`src/rtl/divisor_pkg.sv`:
```
// Shared types and defaults for the sequential restoring divider.
package divisor_pkg;

  localparam int DIV_N_DEFAULT = 8;

  typedef enum logic [1:0] {
    IDLE = 2'd0,
    CALC = 2'd1,
    DONE = 2'd2
  } div_state_t;

endpackage

```
`src/rtl/divisor_sequencial_if.sv`:
```
// Request/result bundle for divisor_sequencial: master issues operands, slave returns q/r.
interface divisor_sequencial_if
  import divisor_pkg::*;
#(
  parameter int N = DIV_N_DEFAULT
);

  logic         start;
  logic [N-1:0] a;
  logic [N-1:0] b;
  logic [N-1:0] q;
  logic [N-1:0] r;
  logic         busy;
  logic         done;
  logic         div_zero;

  modport master (
    output start, a, b,
    input  q, r, busy, done, div_zero
  );

  modport slave (
    input  start, a, b,
    output q, r, busy, done, div_zero
  );

endinterface

```
`src/rtl/divisor_sequencial_subtrator.sv`:
```
// W-bit trial subtractor: d = x - y, borrow set when y > x.
module subtrator #(
  parameter int W = 9
) (
  input  logic [W-1:0] x,
  input  logic [W-1:0] y,
  output logic [W-1:0] d,
  output logic         borrow
);

  assign {borrow, d} = {1'b0, x} - {1'b0, y};

endmodule

```
`src/rtl/divisor_sequencial.sv`:
```
// Multi-cycle unsigned restoring divider, one trial subtract per clock.
// Optional: define DIVISOR_EARLY_EXIT_EN to finish b==0 and a<b requests without CALC cycles.
module divisor_sequencial
  import divisor_pkg::*;
#(
  parameter int N = DIV_N_DEFAULT
) (
  input  logic                  clk,
  input  logic                  rst,
  divisor_sequencial_if.slave   bus
);

  localparam int CW = $clog2(N + 1);

  div_state_t    state;
  logic [CW-1:0] count;
  logic [N:0]    rem;
  logic [N-1:0]  quo;
  logic [N-1:0]  dvs;

  logic [N:0]    rem_sh;
  logic [N:0]    trial;
  logic          borrow;
  logic [N:0]    rem_step;
  logic [N-1:0]  quo_step;
  logic          early;

  // The shifted partial remainder always fits N+1 bits because it stays below 2*B.
  subtrator #(.W(N + 1)) u_sub (
    .x      (rem_sh),
    .y      ({1'b0, dvs}),
    .d      (trial),
    .borrow (borrow)
  );

  always_comb begin
    rem_sh   = {rem[N-1:0], quo[N-1]};
    quo_step = {quo[N-2:0], ~borrow};
    rem_step = borrow ? rem_sh : trial;
`ifdef DIVISOR_EARLY_EXIT_EN
    early    = (bus.b == '0) || (bus.a < bus.b);
`else
    early    = 1'b0;
`endif
  end

  // NOTE: every register here uses <= so all state updates see pre-edge values.
  always_ff @(posedge clk or posedge rst) begin
    if (rst) begin
      state        <= IDLE;
      count        <= '0;
      rem          <= '0;
      quo          <= '0;
      dvs          <= '0;
      bus.q        <= '0;
      bus.r        <= '0;
      bus.busy     <= 1'b0;
      bus.done     <= 1'b0;
      bus.div_zero <= 1'b0;
    end else begin
      unique case (state)
        IDLE, DONE: begin
          if (bus.start) begin
            dvs          <= bus.b;
            quo          <= bus.a;
            rem          <= '0;
            count        <= CW'(N);
            bus.div_zero <= (bus.b == '0);
            if (early) begin
              state    <= DONE;
              bus.busy <= 1'b0;
              bus.done <= 1'b1;
              bus.q    <= (bus.b == '0) ? '1 : '0;
              bus.r    <= bus.a;
            end else begin
              state    <= CALC;
              bus.busy <= 1'b1;
              bus.done <= 1'b0;
            end
          end else begin
            state    <= IDLE;
            bus.busy <= 1'b0;
            bus.done <= 1'b0;
          end
        end

        CALC: begin
          rem   <= rem_step;
          quo   <= quo_step;
          count <= count - CW'(1);
          if (count == CW'(1)) begin
            state    <= DONE;
            bus.busy <= 1'b0;
            bus.done <= 1'b1;
            bus.q    <= quo_step;
            bus.r    <= rem_step[N-1:0];
          end
        end

        default: begin
          state    <= IDLE;
          bus.busy <= 1'b0;
          bus.done <= 1'b0;
        end
      endcase
    end
  end

endmodule

```
`src/flat_wrapper.sv`:
```
// flat-port wrapper written by rule: the top's interface ports become plain ports
module divisor_sequencial_flat import divisor_pkg::*;
#(
  parameter int N = DIV_N_DEFAULT
)
  (clk, rst, bus_start, bus_a, bus_b, bus_q, bus_r, bus_busy, bus_done, bus_div_zero);
  divisor_sequencial_if #(.N(N)) bus_i ();
  input  logic clk;
  input  logic rst;
  input wire logic [$bits(bus_i.start)-1:0] bus_start;
  input wire logic [$bits(bus_i.a)-1:0] bus_a;
  input wire logic [$bits(bus_i.b)-1:0] bus_b;
  output wire logic [$bits(bus_i.q)-1:0] bus_q;
  output wire logic [$bits(bus_i.r)-1:0] bus_r;
  output wire logic [$bits(bus_i.busy)-1:0] bus_busy;
  output wire logic [$bits(bus_i.done)-1:0] bus_done;
  output wire logic [$bits(bus_i.div_zero)-1:0] bus_div_zero;
  assign bus_i.start = bus_start;
  assign bus_i.a = bus_a;
  assign bus_i.b = bus_b;
  assign bus_q = bus_i.q;
  assign bus_r = bus_i.r;
  assign bus_busy = bus_i.busy;
  assign bus_done = bus_i.done;
  assign bus_div_zero = bus_i.div_zero;
  divisor_sequencial #(.N(N)) u_core (.clk(clk), .rst(rst), .bus(bus_i));
endmodule
```
`config.mk`:
```
export PLATFORM = sky130hd
export DESIGN_NAME = divisor_sequencial_flat
export DESIGN_NICKNAME = d
export VERILOG_FILES = /design/src/rtl/divisor_pkg.sv /design/src/rtl/divisor_sequencial_if.sv /design/src/rtl/divisor_sequencial_subtrator.sv /design/src/rtl/divisor_sequencial.sv /design/src/flat_wrapper.sv
export SDC_FILE = /design/constraint.sdc
export NUM_CORES = 1
export LEC_CHECK = 0
export ABC_AREA = 0
export ABC_CLOCK_PERIOD_IN_PS = 2700
export BUFFER_PORTS_ARGS = -buffer_cell sky130_fd_sc_hd__buf_2
export CORE_MARGIN = 2
export CORE_UTILIZATION = 25
export DETAILED_ROUTE_END_ITERATION = 12
export SLEW_MARGIN = 30
export SYNTH_ARGS = -nofsm -noshare
export SYNTH_HDL_FRONTEND = slang
export SYNTH_HIERARCHICAL = 1
export SYNTH_SLANG_ARGS = --single-unit
```
`constraint.sdc`:
```
create_clock -name clk -period 2.7 [get_ports clk]
set_input_delay 0.135 -clock clk [delete_from_list [all_inputs] [get_ports clk]]
set_output_delay 0.135 -clock clk [all_outputs]
set_load 0.02 [all_outputs]
```
==> impl_results.html, run 1 <==
<table>
<tr><th>Metric</th><th>Value</th></tr>
<tr><th colspan="2">Logic synthesis</th></tr>
<tr><td>Post-synthesis area per instance</td><td>~11 um^2</td></tr>
<tr><td>Syn. warnings</td><td>6</td></tr>
<tr><td>Net count after synthesis</td><td>about 250</td></tr>
<tr><td>Synth Cell Area</td><td>between 0.002 and 0.0025 mm^2</td></tr>
<tr><td>Synth Instances</td><td>between 200 and 250</td></tr>
<tr><th colspan="2">STA</th></tr>
<tr><td>Period utilization</td><td>between 90% and 100%</td></tr>
<tr><td>Tmin final</td><td>between 2 and 3 ns</td></tr>
<tr><td>Final TNS setup</td><td>0 ns</td></tr>
<tr><td>Smallest setup slack after layout</td><td>0.145 ns</td></tr>
<tr><td>Setup clock skew after layout</td><td>0.00827 ns</td></tr>
<tr><td>Setup-failing EPs final</td><td>0</td></tr>
<tr><td>Pins Over Slew Limit</td><td>0</td></tr>
<tr><td>Relative max-transition margin</td><td>between 40% and 50%</td></tr>
<tr><td>Number of hold violations in the final report</td><td>0</td></tr>
<tr><td>Worst hold slack</td><td>0.0390 ns</td></tr>
<tr><td>Transition time at the pin with the least slew margin</td><td>~0.8 ns</td></tr>
<tr><td>RSZ-0062 raised after global routing</td><td>false</td></tr>
<tr><td>Maximum clock frequency</td><td>between 300 and 400 MHz</td></tr>
<tr><th colspan="2">Global route</th></tr>
<tr><td>Antenna violations before repair</td><td>0</td></tr>
<tr><td>Residual overflow from global routing</td><td>0</td></tr>
<tr><td>Maximum number of pins on one net before global-route repair</td><td>26</td></tr>
<tr><td>Number of global-route vias before repair</td><td>1700</td></tr>
<tr><td>GRT Total Usage</td><td>10.6%</td></tr>
<tr><td>Wire length of the first global-routing pass</td><td>roughly 8.4 mm</td></tr>
<tr><th colspan="2">Floorplan</th></tr>
<tr><td>Die Wd</td><td>101 um</td></tr>
<tr><td>Core Box Area</td><td>around 0.0092 mm^2</td></tr>
<tr><td>Y dimension of the die</td><td>101 um</td></tr>
<tr><td>Starting utilization of the core area</td><td>around a quarter</td></tr>
<tr><td>IO Pins</td><td>38</td></tr>
<tr><td>Area enclosed by the die boundary</td><td>approximately 0.010 mm^2</td></tr>
<tr><td>Row count</td><td>35</td></tr>
<tr><th colspan="2">Drt</th></tr>
<tr><td># DRC</td><td>0</td></tr>
<tr><td>Number of DRC markers after the initial detailed-route iteration</td><td>42</td></tr>
<tr><td>Wirelength, routed</td><td>between 4 and 5 mm</td></tr>
<tr><td>Avg WL per Cell</td><td>12.8 um</td></tr>
<tr><td>Router iterations before antenna repair</td><td>4</td></tr>
<tr><td>Antenna-violating nets left</td><td>0</td></tr>
<tr><td>Mean number of vias per cell</td><td>approximately 4.3</td></tr>
<tr><td>Detailed-route via count</td><td>about 1600</td></tr>
<tr><th colspan="2">Finish</th></tr>
<tr><td>Number of antenna diodes</td><td>0</td></tr>
<tr><td>P&amp;R area growth vs syn</td><td>19.5%</td></tr>
<tr><td>Proportion of layout cells with a drive suffix above 1</td><td>between 20% and 30%</td></tr>
<tr><td>Number of nets in the layout</td><td>286</td></tr>
<tr><td>Commonest non-fill, non-tap cell in the layout</td><td>sky130_fd_sc_hd__dfrtp_1</td></tr>
<tr><td>Commonest cells after routing, fill and taps aside</td><td>sky130_fd_sc_hd__dfrtp_1, sky130_fd_sc_hd__buf_2, sky130_fd_sc_hd__nand2_1</td></tr>
<tr><th colspan="2">Hold path</th></tr>
<tr><td>Worst Hold Depth</td><td>3</td></tr>
<tr><td>Class of the tightest hold or removal check</td><td>input pin to flip-flop</td></tr>
<tr><td>Endpoint, Worst Hold</td><td>u_core/dvs[3]</td></tr>
<tr><td>Startpoint of the tightest hold check path</td><td>bus_b[3]</td></tr>
<tr><th colspan="2">Critical path</th></tr>
<tr><td>Crit Path Max Fanout</td><td>7</td></tr>
<tr><td>Number of cells traversed by the worst register-to-register path</td><td>9</td></tr>
<tr><td>Req. time, crit path</td><td>between 2 and 3 ns</td></tr>
<tr><td>Data arrival, critical path</td><td>2.75 ns</td></tr>
<tr><td>Critical R2R Capture</td><td>u_core/bus.r[6]</td></tr>
<tr><td>Classification of the worst setup path</td><td>flip-flop to flip-flop</td></tr>
<tr><td>Critical Path End Type</td><td>flip-flop</td></tr>
<tr><td>Kind of start point of the critical path</td><td>flip-flop</td></tr>
<tr><td>Reg-to-reg slack, setup</td><td>between 0.1 and 0.15 ns</td></tr>
<tr><td>Worst r2r src</td><td>u_core/dvs[1]</td></tr>
<tr><th colspan="2">Pwr</th></tr>
<tr><td>IR Drop Worst-Case VDD</td><td>between 600 and 700 uV</td></tr>
<tr><td>Tot Pwr</td><td>between 3 and 4 mW</td></tr>
<tr><td>Areal power density over the cells</td><td>1350 mW/mm^2</td></tr>
<tr><td>Leakage power</td><td>approximately 1.5 nW</td></tr>
<tr><th colspan="2">CTS</th></tr>
<tr><td>Clock sink count</td><td>between 40 and 50</td></tr>
<tr><td>Clock latency reported for the late side of the worst-skew pair</td><td>between 0.3 and 0.4 ns</td></tr>
<tr><td>CTS root buffer</td><td>sky130_fd_sc_hd__clkbuf_8</td></tr>
<tr><td>H-tree level count</td><td>2</td></tr>
<tr><td>Number of buffers created by CTS</td><td>5</td></tr>
<tr><td>Clock tree from TritonCTS</td><td>done</td></tr>
<tr><td>Max Buffers Root-to-Sink</td><td>2</td></tr>
<tr><td>Clock transition at the registers of the reported paths</td><td>0.09 ns</td></tr>
<tr><th colspan="2">Placed design</th></tr>
<tr><td>Minimum setup slack after placement</td><td>~0.15 ns</td></tr>
<tr><td>Total of buffers placed on input and output ports</td><td>37</td></tr>
<tr><td>Final HPWL DP</td><td>~3.6 mm</td></tr>
<tr><td>Weighted congestion at the end of routability-driven global placement</td><td>0.793</td></tr>
<tr><th colspan="2">Run status</th></tr>
<tr><td>Run status</td><td>finished, final reports clean</td></tr>
<tr><th colspan="2">Job</th></tr>
<tr><td>Max-cap check violation count</td><td>0</td></tr>
</table>
registers in the layout, indices dropped and copies added (netlist names):
signal	count
u_core/bus.busy	1
u_core/count	4
u_core/state	1
u_core/quo	8
u_core/bus.q	8
u_core/rem	8
u_core/bus.r	8
u_core/dvs	8
u_core/bus.div_zero	1
u_core/bus.done	1
area by class of cell:
class                   instances  area, um^2
fillers                       955        6400
multi-input cells             138        1060
repair buffers                 43         233
flip-flops and latches         48        1200
well taps                     129         161
inverters                      19        71.3
clock inverters                 3        47.5
clock buffers                   5        68.8
critical path, stage by stage, from the launching register on:
cell,delay (ns)
sky130_fd_sc_hd__dfrtp_1,0.38
sky130_fd_sc_hd__inv_1,0.10
sky130_fd_sc_hd__ha_1,0.24
sky130_fd_sc_hd__a21o_1,0.17
sky130_fd_sc_hd__a21o_1,0.21
sky130_fd_sc_hd__a41o_1,0.26
sky130_fd_sc_hd__a31oi_1,0.25
sky130_fd_sc_hd__buf_4,0.21
sky130_fd_sc_hd__mux2_2,0.36
sky130_fd_sc_hd__mux2_4,0.26
what timing repair did:
action                                 in CTS  in global routing
endpoints found under the hold margin      23                  0
hold buffers                                1                  0
setup buffers                               0                  0
resized for setup                           0                  0
worst max path at each step:
| stage | depth (start not counted) | end | slack [ns] | startpoint |
|---|---|---|---|---|
| 3_5_place_dp | 9 | u_core/bus.r[6] | 0.15 | u_core/dvs[1] |
| 6_report | 9 | u_core/bus.r[6] | 0.14 | u_core/dvs[1] |
| 5_1_grt | 9 | u_core/bus.r[6] | 0.02 | u_core/dvs[1] |
| 3_3_place_gp | 9 | u_core/bus.r[0] | 0.24 | u_core/dvs[1] |
| 2_1_floorplan | 9 | u_core/bus.r[0] | 0.16 | u_core/dvs[1] |
| 4_1_cts | 9 | u_core/bus.r[6] | 0.14 | u_core/dvs[1] |
per-stage QoR:
step,util (%),std cells,instance area (um^2)
after floorplan,-,214,2380
after global routing,30.7,385,2840
after detailed placement,29.4,376,2710
after CTS,30.7,385,2840
after global placement,29.4,376,2710
final,30.7,385,2840
routing by layer:
layer	up-vias	share of wire (%)	GRT usage, %
met4	0	1.8	4.37
met1	782	44	13.2
met2	34	49	17.5
li1	818	-	-
met3	9	5.0	2.62
met5	-	0	0
report_power, final:
group	internal, mW	total, mW	switching, mW	leakage, nW
Combinational	0.954	2.01	1.05	0.806
Sequential	1.05	1.28	0.229	0.596
Clock	0.279	0.530	0.251	0.0583
Total	2.29	3.82	1.53	1.46
Note: power is estimated with default switching activity, not from simulation.
==> run 2, diff against run 1 <==
--- a/config.mk
+++ b/config.mk
@@ -8,10 +8,11 @@
 export ABC_AREA = 0
 export ABC_CLOCK_PERIOD_IN_PS = 2700
 export BUFFER_PORTS_ARGS = -buffer_cell sky130_fd_sc_hd__buf_2
+export CORE_ASPECT_RATIO = 0.8
 export CORE_MARGIN = 2
 export CORE_UTILIZATION = 25
 export DETAILED_ROUTE_END_ITERATION = 12
-export SLEW_MARGIN = 30
+export SLEW_MARGIN = 20
 export SYNTH_ARGS = -nofsm -noshare
 export SYNTH_HDL_FRONTEND = slang
 export SYNTH_HIERARCHICAL = 1
==> run 2 against run 1 <==
  * The run now ends with design-rule violations, negative hold slack left
  * First-iteration DRC count is 48% higher
  * Non-clock buffer count fell by 3
  * Critical path depth did not move
  * Sequential power about the same
  * Final cell count decreased by 4.4%
  * Die area hardly changed
  * Via count fell by 1.1%
  * Critical path type unchanged
  * Critical endpoint is now u_core/bus.r[5]
  * Largest cell class unchanged
  * Highest routed layer unchanged
==> impl_results.html, run 2 (synthesis results as in run 1) <==
<table>
<tr><th>Metric</th><th>Value</th></tr>
<tr><th colspan="2">Run status</th></tr>
<tr><td>Run status</td><td>finished, violations left</td></tr>
<tr><td>Violations in the final reports</td><td>design-rule violations, negative hold slack</td></tr>
<tr><th colspan="2">Floorplan</th></tr>
<tr><td>Starting utilization of the core area</td><td>26.0%</td></tr>
<tr><td>Y dimension of the die</td><td>roughly 91 um</td></tr>
<tr><td>Row count</td><td>31</td></tr>
<tr><td>IO Pins</td><td>38</td></tr>
<tr><td>Core Box Area</td><td>about 0.0092 mm^2</td></tr>
<tr><td>Area enclosed by the die boundary</td><td>0.0103 mm^2</td></tr>
<tr><td>Die Wd</td><td>about 110 um</td></tr>
<tr><th colspan="2">Critical path</th></tr>
<tr><td>CP Launch Point</td><td>u_core/dvs[1]</td></tr>
<tr><td>Worst r2r src</td><td>u_core/dvs[1]</td></tr>
<tr><td>Kind of start point of the critical path</td><td>flip-flop</td></tr>
<tr><td>Classification of the worst setup path</td><td>flip-flop to flip-flop</td></tr>
<tr><td>Req. time, crit path</td><td>between 2 and 3 ns</td></tr>
<tr><td>Crit Path Max Fanout</td><td>10</td></tr>
<tr><td>Critical Path End Type</td><td>flip-flop</td></tr>
<tr><td>Data arrival, critical path</td><td>2.66 ns</td></tr>
<tr><th colspan="2">Global route</th></tr>
<tr><td>GRT Total Usage</td><td>roughly a tenth</td></tr>
<tr><td>Antenna violations before repair</td><td>0</td></tr>
<tr><td>Maximum number of pins on one net before global-route repair</td><td>a little under 50</td></tr>
<tr><td>Wire length of the first global-routing pass</td><td>~8.5 mm</td></tr>
<tr><td>Residual overflow from global routing</td><td>0</td></tr>
<tr><td>Number of global-route vias before repair</td><td>between 1500 and 2000</td></tr>
<tr><th colspan="2">STA</th></tr>
<tr><td>Maximum clock frequency</td><td>about 400 MHz</td></tr>
<tr><td>Relative max-transition margin</td><td>43.9%</td></tr>
<tr><td>Number of hold violations in the final report</td><td>13</td></tr>
<tr><td>Transition time at the pin with the least slew margin</td><td>about 0.84 ns</td></tr>
<tr><td>Worst hold slack</td><td>-0.00563 ns</td></tr>
<tr><td>Tmin final</td><td>about 2.5 ns</td></tr>
<tr><td>RSZ-0062 raised after global routing</td><td>false</td></tr>
<tr><td>Setup-failing EPs final</td><td>0</td></tr>
<tr><td>Pins Over Slew Limit</td><td>0</td></tr>
<tr><td>Final TNS setup</td><td>0 ns</td></tr>
<tr><td>Setup clock skew after layout</td><td>roughly 0.0045 ns</td></tr>
<tr><td>Period utilization</td><td>between 90% and 100%</td></tr>
<tr><th colspan="2">Drt</th></tr>
<tr><td>Number of DRC markers after the initial detailed-route iteration</td><td>slightly above 60</td></tr>
<tr><td>Router iterations before antenna repair</td><td>8</td></tr>
<tr><td>Antenna-violating nets left</td><td>0</td></tr>
<tr><td>Mean number of vias per cell</td><td>4.42</td></tr>
<tr><td>Avg WL per Cell</td><td>about 14 um</td></tr>
<tr><td>Wirelength, routed</td><td>just over 5 mm</td></tr>
<tr><td>Detailed-route via count</td><td>around 1600</td></tr>
<tr><td># DRC</td><td>5</td></tr>
<tr><th colspan="2">Finish</th></tr>
<tr><td>P&amp;R area growth vs syn</td><td>20.0%</td></tr>
<tr><td>Number of nets in the layout</td><td>approximately 280</td></tr>
<tr><td>Commonest non-fill, non-tap cell in the layout</td><td>sky130_fd_sc_hd__dfrtp_1</td></tr>
<tr><td>Proportion of layout cells with a drive suffix above 1</td><td>between 20 and 30%</td></tr>
<tr><td>Commonest cells after routing, fill and taps aside</td><td>sky130_fd_sc_hd__dfrtp_1, sky130_fd_sc_hd__buf_2, sky130_fd_sc_hd__nand2_1</td></tr>
<tr><td>Number of antenna diodes</td><td>0</td></tr>
<tr><th colspan="2">Pwr</th></tr>
<tr><td>Leakage power</td><td>about 1.5 nW</td></tr>
<tr><td>IR Drop Worst-Case VDD</td><td>between 300 and 400 uV</td></tr>
<tr><td>Areal power density over the cells</td><td>roughly 1400 mW/mm^2</td></tr>
<tr><td>Tot Pwr</td><td>4.01 mW</td></tr>
<tr><th colspan="2">CTS</th></tr>
<tr><td>Cells resized by post-CTS repair</td><td>0</td></tr>
<tr><td>Clock transition at the registers of the reported paths</td><td>about 0.06 ns</td></tr>
<tr><td>Number of buffers created by CTS</td><td>5</td></tr>
<tr><td>Hold buffer count at CTS</td><td>0</td></tr>
<tr><td>H-tree level count</td><td>2</td></tr>
<tr><td>Number of setup buffers added after CTS</td><td>0</td></tr>
<tr><td>CTS root buffer</td><td>sky130_fd_sc_hd__clkbuf_16</td></tr>
<tr><td>Clock tree from TritonCTS</td><td>done</td></tr>
<tr><td>Clock latency reported for the late side of the worst-skew pair</td><td>approximately 0.28 ns</td></tr>
<tr><td>Clock sink count</td><td>48</td></tr>
<tr><td>Max Buffers Root-to-Sink</td><td>2</td></tr>
<tr><th colspan="2">Placed design</th></tr>
<tr><td>Final HPWL DP</td><td>3.73 mm</td></tr>
<tr><td>Total of buffers placed on input and output ports</td><td>37</td></tr>
<tr><td>Weighted congestion at the end of routability-driven global placement</td><td>0.763</td></tr>
<tr><th colspan="2">Hold path</th></tr>
<tr><td>Class of the tightest hold or removal check</td><td>input pin to async pin</td></tr>
<tr><th colspan="2">Job</th></tr>
<tr><td>Max-cap check violation count</td><td>0</td></tr>
</table>
[run 2: power breakdown]
part	internal [mW]	switching (mW)
clock	0.435	0.258
combinational	0.940	1.08
sequential	1.06	0.245
total	2.43	1.58
[run 2: path summary, 6_finish.rpt]
path	to	slack, ns	cells past startpoint
max	u_core/bus.r[5]	0.21	9
min	u_core/bus.q[6]	-0.006	2
max reg2reg	u_core/bus.r[5]	0.21	9
min reg2reg	u_core/dvs[4]	0.47	2
max in group asynchronous	u_core/dvs[5]	2.21	2
min in group clk	u_core/dvs[5]	0.06	3
[run 2: per-layer routing]
| layer | track usage (%) | share of wire, % | up-vias |
|---|---|---|---|
| met3 | 3.34 | 5.8 | 4 |
| met5 | 0 | 0 | - |
| met1 | 15.4 | 53 | 774 |
| met4 | 3.56 | 1.4 | 0 |
| li1 | - | - | 812 |
| met2 | 14.6 | 40 | 35 |
[run 2: stage by stage]
step | std cells | area (um^2) | util (%) | setup WS [ns] | hold slack (ns)
finish | 368 | 2850 | 31.1 | 0.207 | -0.00563
global route | 368 | 2850 | 31.1 | 0.0908 | 0.0686
CTS | 368 | 2850 | 31.1 | 0.194 | 0.0611
detailed placement | 360 | 2680 | 29.3 | 0.201 | 0.352
global placement | 360 | 2680 | 29.3 | 0.268 | 0.348
floorplan | 214 | 2380 | - | 0.158 | 0.240
[run 2: worst max-delay path, cell delays in order (launching register included)]
cell and delay (ns):
sky130_fd_sc_hd__dfrtp_1 0.38, sky130_fd_sc_hd__inv_1 0.10, sky130_fd_sc_hd__ha_1 0.23, sky130_fd_sc_hd__a21o_1 0.17
sky130_fd_sc_hd__a21o_1 0.20, sky130_fd_sc_hd__a41o_1 0.26, sky130_fd_sc_hd__a31oi_1 0.18, sky130_fd_sc_hd__buf_4 0.22
sky130_fd_sc_hd__mux2_2 0.37, sky130_fd_sc_hd__mux2_4 0.27
[run 2: final cells by class]
cell class	count	area (um^2)
repair buffers	40	208
multi-input cells	138	1060
clock inverters	3	42.5
flip-flops and latches	48	1200
well taps	115	144
inverters	19	72.6
fillers	936	6300
clock buffers	5	125
